## config.mk

```make
export PLATFORM = sky130hd
export DESIGN_NAME = fifo_burst_writer_flat
export DESIGN_NICKNAME = d
export VERILOG_FILES = /design/src/rtl/fifo_burst_writer_pkg.sv /design/src/rtl/fifo_burst_writer_if.sv /design/src/rtl/fifo_burst_timer.sv /design/src/rtl/fifo_burst_writer.sv /design/src/flat_wrapper.sv
export SDC_FILE = /design/constraint.sdc
export NUM_CORES = 1
export LEC_CHECK = 0
export ABC_AREA = 1
export CAP_MARGIN = 5
export CORE_ASPECT_RATIO = 0.5
export CORE_MARGIN = 4
export CORE_UTILIZATION = 45
export DETAILED_ROUTE_END_ITERATION = 12
export MAX_ROUTING_LAYER = met4
export PLACE_DENSITY = 0.79
export SYNTH_ARGS = -nofsm -noshare
export SYNTH_HDL_FRONTEND = slang
export SYNTH_SLANG_ARGS = --single-unit
```

## constraint.sdc

```tcl
create_clock -name clk -period 2.9 [get_ports clk]
set_input_delay 0.58 -clock clk [delete_from_list [all_inputs] [get_ports clk]]
set_output_delay 0.58 -clock clk [all_outputs]
set_load 0.05 [all_outputs]
```

## src/rtl/fifo_burst_writer_pkg.sv

```systemverilog
// Shared constants for the FIFO-to-burst write path.
// State encoding is kept as plain localparams so legacy code can compare against raw values.
package fifo_burst_writer_pkg;

    localparam logic [1:0] ST_IDLE = 2'd0;
    localparam logic [1:0] ST_ADDR = 2'd1;
    localparam logic [1:0] ST_DATA = 2'd2;

endpackage

```

## src/rtl/fifo_burst_writer_if.sv

```systemverilog
// Burst write channel between the FIFO drainer and the memory/AXI write adapter.
// Address and data phases have independent valid/ready handshakes.
interface fifo_burst_writer_if #(
    parameter int ADDR_WIDTH = 16,
    parameter int LEN_WIDTH  = 4,
    parameter int DATA_WIDTH = 16
);

    logic [ADDR_WIDTH-1:0] aw_addr;
    logic [LEN_WIDTH-1:0]  aw_len;
    logic                  aw_valid;
    logic                  aw_ready;
    logic [DATA_WIDTH-1:0] w_data;
    logic                  w_valid;
    logic                  w_ready;
    logic                  w_last;

    modport master (
        output aw_addr, aw_len, aw_valid, w_data, w_valid, w_last,
        input  aw_ready, w_ready
    );

    modport slave (
        input  aw_addr, aw_len, aw_valid, w_data, w_valid, w_last,
        output aw_ready, w_ready
    );

endinterface

```

## src/rtl/fifo_burst_timer.sv

```systemverilog
// Saturating idle counter; expired stays high once TIMEOUT counts have accumulated.
// TIMEOUT = 0 means the timer never expires.
module fifo_burst_timer #(
    parameter int TIMEOUT = 15
) (
    input  logic clk,
    input  logic rst,
    input  logic clear,
    input  logic enable,
    output logic expired
);

    localparam int CW = (TIMEOUT > 0) ? $clog2(TIMEOUT + 1) : 1;
    localparam logic [CW-1:0] LIMIT = CW'(TIMEOUT);
    localparam logic [CW-1:0] STEP  = CW'(1);

    logic [CW-1:0] count;

    always_ff @(posedge clk or posedge rst) begin
        if (rst) begin
            count <= '0;
        end else if (clear) begin
            count <= '0;
        end else if (enable && count != LIMIT) begin
            count <= count + STEP;
        end
    end

    assign expired = (TIMEOUT != 0) && (count == LIMIT);

endmodule

```

## src/rtl/fifo_burst_writer.sv

```systemverilog
// Drains a fill-reporting FIFO into burst writes: full MAX_BURST bursts when enough data
// is buffered, and a timeout-triggered partial burst when data sits idle too long.
module fifo_burst_writer
    import fifo_burst_writer_pkg::*;
#(
    parameter int DATA_WIDTH = 16,
    parameter int DATA_DEPTH = 4,
    parameter int MAX_BURST  = 8,
    parameter int LEN_WIDTH  = 4,
    parameter int ADDR_WIDTH = 16,
    parameter int TIMEOUT    = 15
) (
    input  logic                  clk,
    input  logic                  rst,
    input  logic                  sync_rst,
    input  logic                  en,
    input  logic                  set_addr,
    input  logic [ADDR_WIDTH-1:0] start_addr,
    input  logic                  fifo_nempty,
    input  logic [DATA_DEPTH:0]   fifo_fill,
    input  logic [DATA_WIDTH-1:0] fifo_data,
    output logic                  fifo_re,
    fifo_burst_writer_if.master   bus,
    output logic                  busy,
    output logic                  flushing,
    output logic [15:0]           burst_count
);

    localparam logic [DATA_DEPTH:0] MAX_B   = (DATA_DEPTH + 1)'(MAX_BURST);
    localparam logic [DATA_DEPTH:0] CNT_ONE = (DATA_DEPTH + 1)'(1);

    logic [1:0]            state;
    logic [ADDR_WIDTH-1:0] addr;
    logic [ADDR_WIDTH-1:0] burst_addr;
    logic [DATA_DEPTH:0]   beats;
    logic [DATA_DEPTH:0]   remaining;
    logic [DATA_DEPTH:0]   avail;
    logic                  partial;
    logic                  timer_expired;

    // The FIFO output register holds one word beyond what fifo_fill reports.
    assign avail   = fifo_fill + {{DATA_DEPTH{1'b0}}, fifo_nempty};
    assign partial = (state == ST_IDLE) && en && (avail != '0) && (avail < MAX_B);

    fifo_burst_timer #(
        .TIMEOUT(TIMEOUT)
    ) idle_timer (
        .clk     (clk),
        .rst     (rst),
        .clear   (sync_rst | ~partial),
        .enable  (partial),
        .expired (timer_expired)
    );

    assign bus.aw_valid = (state == ST_ADDR);
    assign bus.aw_addr  = burst_addr;
    assign bus.aw_len   = (state == ST_ADDR) ? LEN_WIDTH'(beats - CNT_ONE) : '0;
    assign bus.w_valid  = (state == ST_DATA) && fifo_nempty;
    assign bus.w_data   = fifo_data;
    assign bus.w_last   = (state == ST_DATA) && (remaining == CNT_ONE);
    assign fifo_re      = bus.w_valid && bus.w_ready;
    assign busy         = (state != ST_IDLE);

    always_ff @(posedge clk or posedge rst) begin
        if (rst) begin
            state       <= ST_IDLE;
            addr        <= '0;
            burst_addr  <= '0;
            beats       <= '0;
            remaining   <= '0;
            flushing    <= 1'b0;
            burst_count <= '0;
        end else if (sync_rst) begin
            state       <= ST_IDLE;
            addr        <= '0;
            burst_addr  <= '0;
            beats       <= '0;
            remaining   <= '0;
            flushing    <= 1'b0;
            burst_count <= '0;
        end else begin
            case (state)
                ST_IDLE: begin
                    if (en && avail >= MAX_B) begin
                        beats      <= MAX_B;
                        remaining  <= MAX_B;
                        flushing   <= 1'b0;
                        burst_addr <= addr;
                        state      <= ST_ADDR;
                    end else if (en && TIMEOUT != 0 && partial && timer_expired) begin
                        beats      <= avail;
                        remaining  <= avail;
                        flushing   <= 1'b1;
                        burst_addr <= addr;
                        state      <= ST_ADDR;
                    end
                end
                ST_ADDR: begin
                    if (bus.aw_ready) begin
                        state <= ST_DATA;
                    end
                end
                ST_DATA: begin
                    if (fifo_re) begin
                        remaining <= remaining - CNT_ONE;
                        if (remaining == CNT_ONE) begin
                            addr        <= addr + ADDR_WIDTH'(beats);
                            burst_count <= burst_count + 16'd1;
                            flushing    <= 1'b0;
                            state       <= ST_IDLE;
                        end
                    end
                end
                default: state <= ST_IDLE;
            endcase
            // A software address load overrides the end-of-burst increment.
            if (set_addr) begin
                addr <= start_addr;
            end
        end
    end

endmodule

```

## src/flat_wrapper.sv

```systemverilog
// flat-port wrapper written by rule: the top's interface ports become plain ports
module fifo_burst_writer_flat import fifo_burst_writer_pkg::*;
#(
    parameter int DATA_WIDTH = 16,
    parameter int DATA_DEPTH = 4,
    parameter int MAX_BURST  = 8,
    parameter int LEN_WIDTH  = 4,
    parameter int ADDR_WIDTH = 16,
    parameter int TIMEOUT    = 15
)
  (clk, rst, sync_rst, en, set_addr, start_addr, fifo_nempty, fifo_fill, fifo_data, fifo_re, busy, flushing, burst_count, bus_aw_addr, bus_aw_len, bus_aw_valid, bus_w_data, bus_w_valid, bus_w_last, bus_aw_ready, bus_w_ready);
  fifo_burst_writer_if #(.ADDR_WIDTH(ADDR_WIDTH), .LEN_WIDTH(LEN_WIDTH), .DATA_WIDTH(DATA_WIDTH)) bus_i ();
  input  logic clk;
  input  logic rst;
  input  logic sync_rst;
  input  logic en;
  input  logic set_addr;
  input  logic [ADDR_WIDTH-1:0] start_addr;
  input  logic fifo_nempty;
  input  logic [DATA_DEPTH:0] fifo_fill;
  input  logic [DATA_WIDTH-1:0] fifo_data;
  output logic fifo_re;
  output logic busy;
  output logic flushing;
  output logic [15:0] burst_count;
  output wire logic [$bits(bus_i.aw_addr)-1:0] bus_aw_addr;
  output wire logic [$bits(bus_i.aw_len)-1:0] bus_aw_len;
  output wire logic [$bits(bus_i.aw_valid)-1:0] bus_aw_valid;
  output wire logic [$bits(bus_i.w_data)-1:0] bus_w_data;
  output wire logic [$bits(bus_i.w_valid)-1:0] bus_w_valid;
  output wire logic [$bits(bus_i.w_last)-1:0] bus_w_last;
  input wire logic [$bits(bus_i.aw_ready)-1:0] bus_aw_ready;
  input wire logic [$bits(bus_i.w_ready)-1:0] bus_w_ready;
  assign bus_aw_addr = bus_i.aw_addr;
  assign bus_aw_len = bus_i.aw_len;
  assign bus_aw_valid = bus_i.aw_valid;
  assign bus_w_data = bus_i.w_data;
  assign bus_w_valid = bus_i.w_valid;
  assign bus_w_last = bus_i.w_last;
  assign bus_i.aw_ready = bus_aw_ready;
  assign bus_i.w_ready = bus_w_ready;
  fifo_burst_writer #(.DATA_WIDTH(DATA_WIDTH), .DATA_DEPTH(DATA_DEPTH), .MAX_BURST(MAX_BURST), .LEN_WIDTH(LEN_WIDTH), .ADDR_WIDTH(ADDR_WIDTH), .TIMEOUT(TIMEOUT)) u_core (.clk(clk), .rst(rst), .sync_rst(sync_rst), .en(en), .set_addr(set_addr), .start_addr(start_addr), .fifo_nempty(fifo_nempty), .fifo_fill(fifo_fill), .fifo_data(fifo_data), .fifo_re(fifo_re), .bus(bus_i), .busy(busy), .flushing(flushing), .burst_count(burst_count));
endmodule
```

==> Implementation_results.wiki <==
{| class="wikitable"
! Metric !! Value
|-
| Result of the run || finished clean
|-
| Weighted congestion at the end of routability-driven global placement || 0.899
|-
| Net Sw Frac || 38.6%
|-
| Syn_nets || 616
|-
| Largest net degree at the start of global routing || 44
|-
| Design internal power || 2.22 mW
|-
| Dominant register cell in the synthesized netlist || sky130_fd_sc_hd__dfrtp_1
|-
| Std-Cell Core Area || 8890 um^2
|-
| Clock period minus worst slack || 2.72 ns
|-
| Number of nets in the finished design || 673
|-
| Setup crit end kind || primary output
|-
| Register-to-Register Setup Slack || 0.74 ns
|-
| Post-route DRC || 0
|-
| First-pass GRT wire length || 17.8 mm
|-
| Die span in y || 76.2 um
|-
| Fin crit share || 93.7%
|-
| Library cell used as clock root buffer || sky130_fd_sc_hd__clkbuf_16
|-
| CP Data Required Time || 2.32 ns
|-
| Cell area after placement || 4860 um^2
|-
| H-Tree Level Count || 3
|-
| Starting density of the core || 47.1%
|-
| Number of inserted filler cells in the final layout || 786
|-
| Max Buffers Root-to-Sink || 2
|-
| Floorplan die area || 11000 um^2
|-
| Final Total Pwr || 3.61 mW
|-
| Cell area after technology mapping || 4180 um^2
|-
| Gate power share || 35.8%
|-
| Post-synth EDFFs || 0
|-
| Max Fclk || 368 MHz
|-
| Synth cell types || 42
|-
| Initial antenna violation count || 0
|-
| Clock latency at the later pin of the worst-skew pair || 0.33 ns
|-
| Vias || 3931
|-
| Number of design-rule violations left by the first detailed-router iteration || 341
|-
| I/O pin count || 103
|-
| Pwr Density || 698 nW/um^2
|-
| CP Class || reg -> out
|-
| Max Cap Viol || 0
|-
| P_sw || 1.39 mW
|-
| Setup crit start kind || flip-flop
|-
| Async S/R FF share, synth || 100%
|-
| Synthesis-stage register bit count || 65
|-
| Total number of yosys warnings || 0
|-
| Number of detailed-routing iterations run before antenna repair || 5
|-
| Cell area after layout || 5170 um^2
|-
| Setup TNS || 0 ns
|-
| Classification of the worst-slack hold path || reg -> reg
|-
| PostCTS Resize Cnt || 0
|-
| Number of max-slew violations in the final report || 0
|-
| Portion of synthesized cell area occupied by the leading cell type || 38.9%
|-
| Leakage power of the design || 2.41 nW
|-
| Via density per instance || 5.33
|-
| Proportion of layout cells with a drive suffix above 1 || 9.03%
|-
| Via count of the first global-routing pass || 3721
|-
| Count of standard-cell rows || 24
|-
| Number of hold violations in the final report || 0
|-
| Sequential cell area fraction in the yosys report || 38.9%
|-
| ANT nets after route || 0
|-
| CP Data Arrival Time || 2.14 ns
|-
| Gate count after technology mapping || 558
|-
| Headroom to the max-slew limit || 60.1%
|-
| Routed WL per cell || 14.1 um
|-
| Cell type with the highest aggregate area in the netlist || sky130_fd_sc_hd__dfrtp_1
|-
| Clock network fraction of design power || 30.9%
|-
| Most area-consuming cells after synthesis || sky130_fd_sc_hd__dfrtp_1, sky130_fd_sc_hd__nand2_1, sky130_fd_sc_hd__nor2_1
|-
| Total congestion overflow || 0
|-
| Setup repair bufs after CTS || 0
|-
| Cell with the most instances after synthesis || sky130_fd_sc_hd__nand2_1
|-
| Syn-to-layout area delta || 23.5%
|-
| Final antenna diode count || 0
|-
| TritonCTS clock tree || yes
|-
| Detailed-placement wirelength estimate || 7.64 mm
|-
| GRT Resource Usage Total || 20.3%
|-
| Final wirelength || 10.4 mm
|-
| Clock tree skew after final layout || 0.00922 ns
|-
| Sinks on the clock net || 65
|-
| Syn avg cell area || 7.50 um^2
|-
| Number of I/O port buffers || 70
|-
| Crit path max fanout || 5
|-
| Number of clock buffers inserted by TritonCTS || 9
|-
| Die span in x || 144 um
|-
| Final setup viols || 0
|-
| Transition time at the pin with the least slew margin || 0.593 ns
|-
| RSZ-0062 raised after global routing || no
|-
| Leading cell types by count after synthesis || sky130_fd_sc_hd__nand2_1, sky130_fd_sc_hd__nor2_1, sky130_fd_sc_hd__dfrtp_1
|-
| Worst IR Drop VDD || 321 uV
|-
| Total of hold buffers inserted after clock tree synthesis || 0
|-
| Sequential fraction of design power || 33.3%
|-
| Clock-pin slew on the worst setup and hold paths || 0.06 ns
|-
| Worst hold margin || 0.487 ns
|}
==> kinds of logic (layout without fill, tap and decap cells) <==
family,count (synthesis),in the layout,share of synthesized area [%]
simple gates,289,289,30.6
buf+inv,94,156,11.4
compound gates,84,84,12.3
flops,65,65,38.9
fa+ha+maj,13,13,4.07
xor+xnor,11,11,2.30
mux,2,2,0.478
==> metrics by stage <==
| step | setup slack [ns] | util [%] | instances |
|---|---|---|---|
| 2_1_floorplan | 0.137 | - | 558 |
| 3_3_place_gp | 0.190 | 54.7 | 721 |
| 3_5_place_dp | 0.120 | 54.7 | 721 |
| 4_1_cts | 0.161 | 58.1 | 737 |
| 5_1_grt | 0.0479 | 58.1 | 737 |
| 6_report | 0.181 | 58.1 | 737 |
==> path summary, 6_finish.rpt <==
kind | from | to | cells after the start
max in group asynchronous | rst | u_core.bus.aw_addr[7] | 3
max reg2reg | u_core.beats[0] | u_core.addr[6] | 9
min reg2reg | u_core.bus.aw_addr[1] | u_core.bus.aw_addr[1] | 2
max | u_core.beats[0] | bus_aw_len[3] | 4
min | u_core.bus.aw_addr[1] | u_core.bus.aw_addr[1] | 2
min in group asynchronous | rst | u_core.burst_count[5] | 2
==> layout by cell type (no fill, tap or decap), types with 2 or more instances in the layout <==
| master | instances |
|---|---|
| sky130_fd_sc_hd__a21oi_1 | 14 |
| sky130_fd_sc_hd__buf_4 | 7 |
| sky130_fd_sc_hd__clkbuf_1 | 2 |
| sky130_fd_sc_hd__clkbuf_16 | 9 |
| sky130_fd_sc_hd__clkbuf_8 | 3 |
| sky130_fd_sc_hd__clkdlybuf4s50_1 | 68 |
| sky130_fd_sc_hd__dfrtp_1 | 65 |
| sky130_fd_sc_hd__ha_1 | 12 |
| sky130_fd_sc_hd__inv_1 | 61 |
| sky130_fd_sc_hd__mux2i_1 | 2 |
| sky130_fd_sc_hd__nand2_1 | 135 |
| sky130_fd_sc_hd__nand2_2 | 5 |
| sky130_fd_sc_hd__nand2_4 | 5 |
| sky130_fd_sc_hd__nand3_1 | 40 |
| sky130_fd_sc_hd__nand3_2 | 3 |
| sky130_fd_sc_hd__nand4_1 | 13 |
| sky130_fd_sc_hd__nor2_1 | 67 |
| sky130_fd_sc_hd__nor3_1 | 14 |
| sky130_fd_sc_hd__o21ai_0 | 40 |
| sky130_fd_sc_hd__o21ai_1 | 4 |
| sky130_fd_sc_hd__o21ai_2 | 13 |
| sky130_fd_sc_hd__o22ai_1 | 4 |
| sky130_fd_sc_hd__o31ai_1 | 2 |
| sky130_fd_sc_hd__xnor2_1 | 6 |
| sky130_fd_sc_hd__xor2_1 | 5 |
==> worst max-delay path, cell delays in order (launching register included) <==
cell	delay [ns]
sky130_fd_sc_hd__dfrtp_1	0.44
sky130_fd_sc_hd__nor3_1	0.29
sky130_fd_sc_hd__o21ai_0	0.11
sky130_fd_sc_hd__a21oi_1	0.13
sky130_fd_sc_hd__clkdlybuf4s50_1	0.82
==> state kept, by name, indices dropped and copies added, names as in the netlist <==
| signal | cells |
|---|---|
| u_core.burst_count | 16 |
| u_core.beats | 5 |
| u_core.addr | 16 |
| u_core.bus.aw_addr | 16 |
| u_core.state | 2 |
| u_core.idle_timer.count | 4 |
| u_core.flushing | 1 |
| u_core.remaining | 5 |
==> layer usage <==
layer	vias up	wire [um]	global-route usage, %
met5	-	0	-
met4	0	121	5.21
met3	23	580	5.08
met2	102	4920	32.2
met1	1886	4790	26.2
li1	1920	-	-
==> area by class of cell <==
cell class / instances / area, um^2 / area share [%]
multi-input cells: 399 / 2080 / 40.2
repair buffers: 76 / 753 / 14.6
clock buffers: 14 / 274 / 5.30
inverters: 64 / 253 / 4.89
well taps: 117 / 146 / 2.83
flip-flops and latches: 65 / 1630 / 31.5
clock inverters: 2 / 35.0 / 0.678
==> power by group through the flow <==
stage / Combinational, mW / Sequential [mW] / Clock (mW)
after floorplan: 0.780 / 1.38 / 0
final: 1.29 / 1.20 / 1.11
after global routing: 1.41 / 1.22 / 1.18
after global placement: 1.26 / 1.21 / 0
after detailed placement: 1.29 / 1.21 / 0
after CTS: 1.30 / 1.20 / 1.13
Power figures use the tool's default switching activity.
